### src/rtl/texture_row_fetcher.sv
// ---------------------------------------------------------------------------
// texture_row_fetcher
//
// Fetches one 8-texel row of an 8x8 texture tile from a synchronous texture
// memory (one-cycle read latency) and presents it as a single packed word.
// An optional horizontal mirror reorders the texels as they are stored.
//
// Ports
//   clk        : system clock, all logic on the rising edge
//   resetn     : asynchronous active-low reset
//   req_valid  : row-fetch request valid
//   req_ready  : high only while idle; request accepted on valid && ready
//   req_tile   : tile index (TILE_BITS)
//   req_row    : texel row inside the tile (3 bits)
//   req_flip   : mirror the row horizontally
//   flush      : synchronous abort, returns to idle on the next edge
//   mem_ren    : texture memory read enable
//   mem_raddr  : texture memory address {tile, row, col}
//   mem_rdata  : texture memory data, valid one clock after mem_ren
//   row_valid  : assembled row available (held until accepted)
//   row_ready  : consumer accepts the row on row_valid && row_ready
//   row_data   : 8 texels, pixel p in bits [BPP*p +: BPP], p=0 leftmost
//   busy       : high whenever not idle
// ---------------------------------------------------------------------------
module texture_row_fetcher #(
    parameter int TILE_BITS = 6,
    parameter int BPP       = 3
) (
    input  logic                   clk,
    input  logic                   resetn,
    input  logic                   req_valid,
    output logic                   req_ready,
    input  logic [TILE_BITS-1:0]   req_tile,
    input  logic [2:0]             req_row,
    input  logic                   req_flip,
    input  logic                   flush,
    output logic                   mem_ren,
    output logic [TILE_BITS+5:0]   mem_raddr,
    input  logic [BPP-1:0]         mem_rdata,
    output logic                   row_valid,
    input  logic                   row_ready,
    output logic [8*BPP-1:0]       row_data,
    output logic                   busy
);

    typedef enum logic [1:0] {
        IDLE  = 2'd0,
        FETCH = 2'd1,
        LAST  = 2'd2,
        HOLD  = 2'd3
    } state_t;

    state_t                 r_state;
    state_t                 w_state_nxt;
    logic                   w_accept;
    logic [2:0]             w_pix;

    logic [TILE_BITS-1:0]   r_tile;
    logic [2:0]             r_row;
    logic                   r_flip;
    logic [2:0]             r_col;
    logic                   r_ren_d;    // a read was issued last cycle
    logic [2:0]             r_pix_d;    // pixel slot of that read
    logic [8*BPP-1:0]       r_row_data;

    // Mirroring maps column c to pixel 7-c, which is c with all bits inverted.
    assign w_pix     = r_col ^ {3{r_flip}};
    assign mem_raddr = {r_tile, r_row, r_col};
    assign row_data  = r_row_data;

    always_comb begin
        w_state_nxt = r_state;
        w_accept    = 1'b0;
        req_ready   = 1'b0;
        mem_ren     = 1'b0;
        row_valid   = 1'b0;
        busy        = 1'b1;
        case (r_state)
            IDLE: begin
                busy      = 1'b0;
                req_ready = 1'b1;
                if (req_valid) begin
                    w_accept    = 1'b1;
                    w_state_nxt = FETCH;
                end
            end
            FETCH: begin
                mem_ren = 1'b1;
                if (r_col == 3'd7) begin
                    w_state_nxt = LAST;
                end
            end
            LAST: begin
                // Only waiting for the column-7 data to land.
                w_state_nxt = HOLD;
            end
            HOLD: begin
                row_valid = 1'b1;
                if (row_ready) begin
                    w_state_nxt = IDLE;
                end
            end
            default: begin
                w_state_nxt = IDLE;
            end
        endcase
        // Flush overrides everything, including a request arriving in IDLE.
        if (flush) begin
            w_state_nxt = IDLE;
            w_accept    = 1'b0;
        end
    end

    always_ff @(posedge clk or negedge resetn) begin
        if (!resetn) begin
            r_state <= IDLE;
        end else begin
            r_state <= w_state_nxt;
        end
    end

    always_ff @(posedge clk or negedge resetn) begin
        if (!resetn) begin
            r_tile     <= '0;
            r_row      <= '0;
            r_flip     <= 1'b0;
            r_col      <= '0;
            r_ren_d    <= 1'b0;
            r_pix_d    <= '0;
            r_row_data <= '0;
        end else begin
            if (w_accept) begin
                r_tile <= req_tile;
                r_row  <= req_row;
                r_flip <= req_flip;
                r_col  <= '0;
            end else if (mem_ren && (r_col != 3'd7)) begin
                // Saturate at 7 so the counter never wraps into a ninth read.
                r_col <= r_col + 3'd1;
            end

            r_ren_d <= mem_ren;
            r_pix_d <= w_pix;

            // Data returned this cycle belongs to the pixel addressed last cycle.
            for (int p = 0; p < 8; p++) begin
                if (r_ren_d && (r_pix_d == 3'(p))) begin
                    r_row_data[BPP*p +: BPP] <= mem_rdata;
                end
            end
        end
    end

endmodule

### config.mk
export PLATFORM = sky130hd
export DESIGN_NAME = texture_row_fetcher
export DESIGN_NICKNAME = d
export VERILOG_FILES = /design/src/rtl/texture_row_fetcher.sv
export SDC_FILE = /design/constraint.sdc
export NUM_CORES = 1
export LEC_CHECK = 0
export ABC_AREA = 1
export ABC_CLOCK_PERIOD_IN_PS = 2500
export CORE_MARGIN = 5
export CORE_UTILIZATION = 30
export DETAILED_ROUTE_END_ITERATION = 10
export PLACE_DENSITY = 0.65
export SETUP_SLACK_MARGIN = 0.1
export SLEW_MARGIN = 30
export SYNTH_ARGS = -nofsm -noshare
export SYNTH_HDL_FRONTEND = slang
export SYNTH_SLANG_ARGS = --single-unit
export TNS_END_PERCENT = 5
### constraint.sdc
create_clock -name clk -period 2.5 [get_ports clk]
set_input_delay 0.5 -clock clk [delete_from_list [all_inputs] [get_ports clk]]
set_output_delay 0.5 -clock clk [all_outputs]
set_load 0.02 [all_outputs]
==> flow_summary.toml <==
[timing]
fmax_ghz = 0.4622
setup-violations-final = 0
fin_crit_ps = 2164
rsz0062_at_grt = "no"
slew_violations = 0
maxSlewHeadroom_pct = 64.53
skew_ps = 6.429
tightest_slew_ps = 532.1
fin_crit_sh_pct = 86.55
finalSetupTns_ps = 0
finalHoldViolations = 0

[synth]
async_flop_share_pct = 100.0
synth_area_leaders = "dfrtp_1 61%, nand2_1 15%, o21ai_0 6.8%"
synth_top_area_share_pct = 60.73
synth_commonest_cells = "71 x nand2_1, 43 x dfrtp_1, 24 x o21ai_0, 16 x inv_1, 9 x nor2_1"
synth-seq-cells = 43
syn_nets = 212
netlist_instances = 188
syn_avg_cell_area_um2 = 9.424
synthFlopType = "dfrtp_1"
yosys_warnings = 0
synth_area_leader_cell = "dfrtp_1"
yosysMostFrequentCell = "nand2_1"
yosys.cell_types.count = 17
synth_seq_area_share_pct = 60.73
syn-cell-area_um2 = 1772
synth_edf_count = 0

[routing]
antenna_left = 0
wl_per_cell_um = 11.69
viasPerCell = 4.218
drcViolationCount = 0
drt_iter0_drc = 43
drtPass1Iterations = 4
vias = 1375
drt_wl_total_um = 3812

[clock_network]
postCtsHoldBufs = 0
tritoncts = "done"
cts_buffers = 5
cts_resized = 0
clkTransAtPathRegs_ps = 80
clock_latency_ps = 290
clk_path_buf_depth = 2
cts_setup_buffers = 0
h-tree-depth = 2
clock-sinks = 43
clockRootBuffer = "clkbuf_8"

[worst_setup_path]
timing.rr.start = "r_state[0]$_DFFE_PN0P_"
r2r-end = "r_flip$_DFFE_PN0P_"
crit_arrival_ps = 1660
critPathKind = "reg -> out"
startpoint_type = "flip-flop"
crit_fanout = 5
crit_start = "r_state[0]$_DFFE_PN0P_"
cp-endpoint = "busy"
ff2ff_setup_slack_ps = 920
endpoint_kind = "output pin"
cp.required_ps = 2000
r2r_cells = 6

[pwr]
leakage_nw = 1.208
max-vdd-ir-drop_uv = 459.5
powerDensity_nw_per_um2 = 1370

[layout]
drive_gt1_share_pct = 5.179
stdcell_count = 326
final_nets = 274
fillerInstances = 585
syn2layout_area_growth_pct = 41.03
diodes = 0
fin_area_um2 = 2499

[global_routing]
grt_pass1_wl_um = 6844
grt_max_degree = 44
grt_overflow_total = 0
grt_pass1_vias = 1426
grt_util_all_layers_pct = 11.66
grt_antenna_before_repair = 0

[floorplan]
dieArea_um2 = 7543
start_util_pct = 30.46
coreArea_um2 = 5816
io_pins = 58
fp.dieH_um = 86.85
rows = 28
die_w_um = 86.85

[placed_design]
port_buffers = 57
gp_congestion = 0.8185
dpl_cell_area_um2 = 2415
hpwl_um = 2845
dp_cells = 318

[worst_hold_path]
hp-class = "in -> async"

[status]
status = "finished, final reports clean"

[run]
maxCapViolCount = 0
[through the flow]
stage	total power, mW	setup slack, ps	util (%)	hold slack, ps
floorplan	2.210	1021	-	204.4
global placement	3.019	626.3	41.52	467.5
detailed placement	3.051	553.5	41.52	468.0
CTS	3.485	312.0	42.92	379.2
global route	3.727	199.8	42.96	225.8
finish	3.424	336.2	42.96	183.5
[cell usage in the layout (no fill, tap or decap), drive strengths merged]
cell,n
dfrtp,43
clkinv,1
xor2,4
a21oi,2
o21ai,24
ha,6
buf,1
clkdlybuf4s50,56
nand3,4
clkbuf,7
nor3,1
nor2,10
inv,18
nand2,72
nand4,2
[per-layer routing]
layer,part of all wire (%),GRT usage (%),up-vias,wire length (um)
met2,48,18.43,45,1831
li1,-,-,713,-
met3,8.3,4.257,5,315
met4,1.1,4.674,0,42
met1,43,14.42,612,1623
met5,0,0,-,0
[worst min path at each step]
stage	cells after the start	start	endpoint	slack (ps)
2_1_floorplan	0	resetn	r_col[0]$_DFFE_PN0P_	200
3_3_place_gp	2	row_data[1]$_DFFE_PN0P_	row_data[1]$_DFFE_PN0P_	470
3_5_place_dp	2	r_row[0]$_DFFE_PN0P_	r_row[0]$_DFFE_PN0P_	470
4_1_cts	1	resetn	row_data[6]$_DFFE_PN0P_	380
5_1_grt	1	resetn	row_data[6]$_DFFE_PN0P_	230
6_report	1	resetn	row_data[6]$_DFFE_PN0P_	180
[flip-flops by register name, indices dropped and copies added (netlist names)]
signal	flops
row_data	24
r_tile	6
r_col	3
r_pix_d	3
r_row	3
r_state	2
r_flip	1
r_ren_d	1
[power breakdown]
group | internal [mW] | total, mW | switching, mW
registers | 1.05 | 1.29 | 0.240
logic | 0.804 | 1.72 | 0.915
clock network | 0.196 | 0.418 | 0.222
[cells by family (layout without fill, tap and decap cells)]
| family | count (synthesis) | after routing | synth area share (%) |
|---|---|---|---|
| buffers and inverters | 20 | 83 | 4.732 |
| adders and majority gates | 6 | 6 | 4.237 |
| xor gates and xnor gates | 4 | 4 | 1.977 |
| and+or+nand+nor | 89 | 89 | 20.97 |
| DFF | 43 | 43 | 60.73 |
| AOI/OAI and AO/OA | 26 | 26 | 7.345 |
[final cells by class]
| type | count | area (um2) | share of cell area [%] |
|---|---|---|---|
| Tap cell | 75 | 93.84 | 3.756 |
| Inverter | 18 | 67.56 | 2.704 |
| Timing Repair Buffer | 57 | 568.0 | 22.73 |
| Sequential cell | 43 | 1076 | 43.06 |
| Multi-Input combinational cell | 125 | 611.8 | 24.49 |
| Clock buffer | 7 | 76.32 | 3.055 |
| Clock inverter | 1 | 5.005 | 0.2003 |
[worst max-delay path, cell delays in order, from the launching register on]
cell and delay, ps:
dfrtp_1 390, inv_1 80, ha_1 250, inv_1 70, clkdlybuf4s50_1 600
(Power assumes the default switching activity.)
